===== src/rtl/dmem_arbiter.sv =====
// rtl/dmem_arbiter.sv - two-requester data memory arbiter with req/ack handshake
// Winner is latched at grant; memory is driven for one ACCESS cycle, then a one-cycle ack.
module dmem_arbiter #(
  parameter int RR_EN = 1,
  parameter int AW    = 32,
  parameter int DW    = 32
) (
  input  logic          clk,
  input  logic          rst,
  input  logic          m0_req,
  input  logic          m0_we,
  input  logic [AW-1:0] m0_addr,
  input  logic [DW-1:0] m0_wd,
  input  logic [1:0]    m0_size,
  output logic          m0_ack,
  output logic          m0_err,
  output logic [DW-1:0] m0_rdata,
  input  logic          m1_req,
  input  logic          m1_we,
  input  logic [AW-1:0] m1_addr,
  input  logic [DW-1:0] m1_wd,
  input  logic [1:0]    m1_size,
  output logic          m1_ack,
  output logic          m1_err,
  output logic [DW-1:0] m1_rdata,
  output logic          mem_we,
  output logic [AW-1:0] mem_addr,
  output logic [DW-1:0] mem_wd,
  output logic [1:0]    mem_size,
  input  logic [DW-1:0] mem_rd,
  output logic          owner,
  output logic          busy
);

  typedef enum logic [1:0] {IDLE, ACCESS, RESP} state_t;

  state_t        state;
  logic          last_grant;
  logic          cmd_we;
  logic          cmd_err;

  logic          winner;
  logic          sel_we;
  logic [AW-1:0] sel_addr;
  logic [DW-1:0] sel_wd;
  logic [1:0]    sel_size;
  logic          sel_err;

  always_comb begin
    winner = 1'b0;
    if (m0_req && m1_req)
      winner = (RR_EN != 0) ? ~last_grant : 1'b0;
    else
      winner = m1_req;

    sel_we   = winner ? m1_we   : m0_we;
    sel_addr = winner ? m1_addr : m0_addr;
    sel_wd   = winner ? m1_wd   : m0_wd;
    sel_size = winner ? m1_size : m0_size;

    sel_err = 1'b0;
    case (sel_size)
      2'b01:   sel_err = sel_addr[0];
      2'b10:   sel_err = (sel_addr[1:0] != 2'b00);
      2'b11:   sel_err = 1'b1;
      default: sel_err = 1'b0;
    endcase
  end

  // mem_we is a register set at grant so it is high for exactly the ACCESS cycle
  always_ff @(posedge clk or negedge rst) begin
    if (!rst) begin
      state      <= IDLE;
      last_grant <= 1'b1;
      cmd_we     <= 1'b0;
      cmd_err    <= 1'b0;
      mem_we     <= 1'b0;
      mem_addr   <= '0;
      mem_wd     <= '0;
      mem_size   <= 2'b00;
      owner      <= 1'b0;
      busy       <= 1'b0;
      m0_ack     <= 1'b0;
      m0_err     <= 1'b0;
      m0_rdata   <= '0;
      m1_ack     <= 1'b0;
      m1_err     <= 1'b0;
      m1_rdata   <= '0;
    end else begin
      case (state)
        IDLE: begin
          if (m0_req || m1_req) begin
            state      <= ACCESS;
            busy       <= 1'b1;
            owner      <= winner;
            last_grant <= winner;
            cmd_we     <= sel_we;
            cmd_err    <= sel_err;
            mem_we     <= sel_we & ~sel_err;
            mem_addr   <= sel_addr;
            mem_wd     <= sel_wd;
            mem_size   <= sel_size;
          end
        end
        ACCESS: begin
          state  <= RESP;
          mem_we <= 1'b0;
          if (!owner) begin
            m0_ack <= 1'b1;
            m0_err <= cmd_err;
            if (!cmd_we && !cmd_err) m0_rdata <= mem_rd;
          end else begin
            m1_ack <= 1'b1;
            m1_err <= cmd_err;
            if (!cmd_we && !cmd_err) m1_rdata <= mem_rd;
          end
        end
        RESP: begin
          state  <= IDLE;
          busy   <= 1'b0;
          m0_ack <= 1'b0;
          m0_err <= 1'b0;
          m1_ack <= 1'b0;
          m1_err <= 1'b0;
        end
        default: state <= IDLE;
      endcase
    end
  end

endmodule


===== config.mk =====
export PLATFORM = sky130hd
export DESIGN_NAME = dmem_arbiter
export DESIGN_NICKNAME = d
export VERILOG_FILES = /design/src/rtl/dmem_arbiter.sv
export SDC_FILE = /design/constraint.sdc
export NUM_CORES = 1
export LEC_CHECK = 0
export BUFFER_PORTS_ARGS = -buffer_cell sky130_fd_sc_hd__buf_2
export CAP_MARGIN = 20
export CORE_AREA = 2 2 169 88
export DETAILED_ROUTE_END_ITERATION = 10
export DIE_AREA = 0 0 171 90
export MAX_ROUTING_LAYER = met4
export PLACE_DENSITY = 0.89
export RECOVER_POWER = 100
export SYNTH_ARGS = -nofsm -noshare
export SYNTH_HDL_FRONTEND = slang
export SYNTH_SLANG_ARGS = --single-unit

===== constraint.sdc =====
create_clock -name clk -period 5 [get_ports clk]
set_clock_uncertainty 0.05 [all_clocks]
set_input_delay 1 -clock clk [delete_from_list [all_inputs] [get_ports clk]]
set_output_delay 1 -clock clk [all_outputs]
set_load 0.02 [all_outputs]

# Yosys cells after proc, flatten, opt, wreduce, memory -nomap -nowiden
# Index checks and enable logic that the tools add are counted.
# Widths: inputs -> output; s select.
# word_totals
register_bits	142
inputBits	170
out_inout_bits	137
word_cells	65
# op_classes
n_eq_ne	8
mux	20
bitwise	4
reduce_logical	17
# op_table
op	n
$mux 32	2
$pmux 1 s2	6
$reduce_and 2->1	5
$mux 1	8
$reduce_bool 2->1	4
$eq 2x2->1 const B	3
$ne 2x2->1 const B	3
$reduce_and 3->1	2
$eq 2x1->1 const B	2
$mux 2	2
$pmux 2 s2	1
$not 1->1	3
$pmux 1 s3	1
$logic_and 1x1->1	2
$logic_not 1->1	2
$logic_not 2->1	1
$and 1x1->1	1
$logic_or 1x1->1	1

# Depth between registers and ports, before layout
# logic_depth
depth_word	9
mapped_depth	7
depth_no_buf	4

# Worst setup path before layout
# Ideal clock, no wire load.
# synth_path
path_kind	input port to flip-flop
startpoint	input m1_req
endpoint	register mem_addr[26]
setup_ns	0.127
t_arrival_ns	2.061
t_required_ns	4.823
setup_slack_ns	2.761
cell_stages	4
path_buffers	1
cell_sequence	a21boi_2 -> buf_2 -> mux2_2 -> mux2_1
# synth_via
elab_chain_len	3
elab_cells_between_ends	5
classes_between	mux (2); reduce/logical (3)
# synth_lines
item	line_no	source
start: declaration	18	input logic m1_req,
$logic_and 1x1->1	51	if (m0_req && m1_req)
$mux 1	51	
$mux 32	57	sel_addr = winner ? m1_addr : m0_addr;
end signal: assignment	100	mem_addr <= sel_addr;
end: declaration	27	output logic [AW-1:0] mem_addr,
# Several ways; a longest one is shown, not always the timed one.
# A chain may end at the register's enable or synchronous reset.

# Worst setup path after layout
# layout_path
startpoint	register state[0]
endpoint	register mem_wd[29]
# layout_via
elab_chain_len	2
# layout_lines
item	line_no	source
start: declaration	37	state_t state;
start signal: assignment	73	state <= IDLE;
start signal: assignment	93	state <= ACCESS;
start signal: assignment	106	state <= RESP;
$logic_not 2->1	90	case (state)
$reduce_and 2->1 (no source line)	-	
end signal: assignment	101	mem_wd <= sel_wd;
end: declaration	28	output logic [DW-1:0] mem_wd,
# Every way passes these cells.

==> reports/qor_table.md <==
| Quantity | This run | Unit |
|---|---|---|
| Worst R2R Start | state[0] | - |
| Number of max-slew violations in the final report | 171 | - |
| Final #Nets | 886 | - |
| Die Height | 90 | µm |
| Antenna cell count | 0 | - |
| Period Utilization, post-route | 0.665 | - |
| Max-cap check violation count | 4 | - |
| I/O Buffers | 306 | - |
| CTS Hold Buffers Added | 0 | - |
| Worst setup slack after placement | 1.88 | ns |
| Buffer depth of the longest clock path | 2 | - |
| Average size of a mapped cell | 15.2 | µm² |
| Overall die width | 171 | µm |
| Critical path buffer and inverter count | 2 | - |
| HPWL reported at the end of detailed placement | 11700 | µm |
| Adder-Cell Fraction of Synth Area | 0 | - |
| Unrepaired setup endpoints after global routing | false | - |
| Number of sinks driven by the clock tree | 142 | - |
| Main area contributors after synthesis | dfrtp_1 57%, mux2_2 28%, mux2_1 6.9% | - |
| Most instantiated cells after synthesis | 156 x mux2_2, 141 x dfrtp_1, 38 x mux2_1 | - |
| Slowest cell on crit path | inv_1 | - |
| Achievable Freq | 0.301 | GHz |
| Cell Area, Placed | 0.00787 | mm² |
| Most frequently used flop master after synthesis | dfrtp_1 | - |
| Library cells used by synthesis | 32 | - |
| Mapped Area | 0.00619 | mm² |
| Area enclosed by the die boundary | 0.0154 | mm² |
| Slowest Stage Delay on Critical Path | 1.02 | ns |
| Drt first-iter violations | 165 | - |
| Deepest level of the CTS H-tree | 4 | - |
| Worst-path maximum fanout | 35 | - |
| Post-synthesis register bit count | 142 | - |
| Vias in the first global route | 4712 | - |
| Mux contribution to synthesized area | 0.356 | - |
| Violated checks | capacitance limit, slew limit | - |
| Global-route usage over all layers | 0.210 | - |
| Routed wirelength normalized by instance count | 16.5 | µm |
| Share of async-settable or async-resettable flops after synthesis | 1.00 | - |
| First-pass detailed-route iteration total | 4 | - |
| Setup WS post-layout | 1.67 | ns |
| Yosys top cell by area | dfrtp_1 | - |
| Clock Tree Root | clkbuf_16 | - |
| Instance count along the most critical hold path | 1 | - |
| Crit path time final | 3.33 | ns |
| Top cell type's share of synthesized area | 0.570 | - |
| Worst path required time | 5.23 | ns |
| Peak supply drop | 0.302 | mV |
| Total wire length after detailed routing | 15300 | µm |
| Post-synthesis share of cell area spent on xor and xnor gates | 0 | - |
| Total nets after synthesis | 578 | - |
| Syn-to-layout area delta | 33.4 | % |
| Cell Pwr Density | 681 | mW/mm² |
| Min-delay src | m0_rdata[3] | - |
| Worst-case register-to-register setup slack | 1.67 | ns |
| PostCTS Resize Cnt | 0 | - |
| Share of post-route cells with drive strength above 1 | 0.492 | - |
| Area fraction in compound gates after synthesis | 0.0271 | - |
| Hold Violations, Final | 0 | - |
| Slew Limit Headroom | -0.296 | - |
| Synthesized instance count | 408 | - |
| Worst r2r path cells | 5 | - |
| Data arrival time of the critical path | 3.56 | ns |
| Area fraction in and, or, nand and nor cells after synthesis | 0.0158 | - |
| Via count | 4501 | - |
| Number of enable-type register cells in the synthesized netlist | 0 | - |
| Share of synthesized area occupied by flip-flops and latches | 0.575 | - |
| Clk slew on worst S/H paths | 0.06 | ns |
| Placeable core region | 0.0140 | mm² |
| Row count | 31 | - |
| CP top delay family | buffers and inverters | - |
| Number of buffers added by the clock tree synthesis step | 17 | - |
| Setup tns final | 0 | ns |
| Remaining antenna violation count | 0 | - |
| Tightest Pin Transition | 1.94 | ns |
| Type of origin of the critical path | flop | - |
| Routability cong. | 0.830 | - |
| Initial antenna violation count | 0 | - |
| Hold-critical path endpoint | m0_rdata[3] | - |
| Final-report setup violation count | 0 | - |
| GRT Residual Overflow | 0 | - |
| I/O pin total | 307 | - |
| Most frequent cell after synthesis | mux2_2 | - |
| Static leakage | 3.68 | nW |
| R2R Path End | mem_wd[29] | - |
| Count of warnings emitted by yosys | 0 | - |
| Worst-path cell chain | nor2_1 > nand2_1 > inv_1 > buf_4 > mux2_2 | - |
| Status | complete, but fails checks | - |
| Startpoint-to-endpoint class of the critical path | reg2reg | - |
| Combinational family with the most area after synthesis | multiplexers | - |
| Global-route wire length before repair | 24500 | µm |
| Final design instance area without fill | 0.00825 | mm² |
| Clock tree from TritonCTS | yes | - |
| Initial core utilization | 0.441 | - |
| Path category of the worst min-delay check | reg2reg | - |
| Clock latency on the worst-skew pair | 0.40 | ns |
| Endpoint type of the worst setup path | flop | - |
| Number of post-CTS setup repair buffers | 0 | - |
| Maximum number of pins on one net before global-route repair | 111 | - |
| Vias per std cell | 4.86 | - |
| Residual DRC count | 0 | - |
| Filler cell count in the final layout | 1236 | - |
-- through the flow --
stage	hold WS (ns)	instances	util	power, W
6_report	0.436	926	0.588	0.00562
5_1_grt	0.457	926	0.588	0.00595
4_1_cts	0.435	925	0.601	0.00582
3_5_place_dp	0.421	894	0.561	0.00458
3_3_place_gp	0.413	894	0.561	0.00449
2_1_floorplan	0.461	408	-	0.00369
-- report_power, final --
group          leakage, nW  internal [W]  switching, W
clock                0.271      0.000702      0.000521
sequential            1.68       0.00173      0.000331
combinational         1.74      0.000908       0.00142
total                 3.68       0.00334       0.00227
-- cells by family (layout without fill, tap and decap cells) --
group	after synthesis	after routing
buffers and inverters	27	347
AND/OR/NAND/NOR	18	18
flip-flops	142	142
multiplexers	196	196
AO/OA/AOI/OAI	25	25
-- registers in the layout, indices dropped and copies added, names as in the netlist, 2 cells and up --
| name | count |
|---|---|
| mem_wd | 32 |
| m0_rdata | 32 |
| m1_rdata | 32 |
| state | 2 |
| mem_size | 2 |
| mem_addr | 32 |
-- metal layers --
layer,global-route usage,up-vias,share of wire
met1,0.271,2228,0.44
met2,0.344,163,0.50
met3,0.0414,12,0.055
met4,0.0523,0,0.0082
met5,-,-,0
li1,-,2098,-
-- placed cells by master (no fill, tap or decap), drive strengths merged, types with 2 or more instances in the layout --
cell	Yosys	final
mux2	194	194
buf	22	169
clkbuf	1	160
dfrtp	141	141
inv	4	12
nand2	10	10
a21oi	7	7
o21ai	7	7
clkinvlp	0	4
nor2	3	3
a32o	2	2
mux2i	2	2
-- cell type report --
class | instances | area [µm²] | share of cell area
sequential | 142 | 3550 | 0.431
multi-input combinational | 239 | 2450 | 0.297
timing repair buffer | 312 | 1410 | 0.171
clock buffer | 17 | 425 | 0.0516
tap | 198 | 248 | 0.0300
clock inverter | 14 | 149 | 0.0180
inverter | 4 | 15.0 | 0.00182
-- worst max path at each step --
stage,endpoint,from,slack [ns],cells past startpoint
finish,mem_wd[29],state[0],1.67,5
global route,mem_wd[25],rst,1.18,3
CTS,mem_addr[0],m0_req,2.30,6
detailed placement,mem_addr[15],m0_req,1.88,6
global placement,mem_wd[13],m0_req,1.95,6
floorplan,mem_addr[26],m1_req,2.76,4
Power figures use the tool's default switching activity.
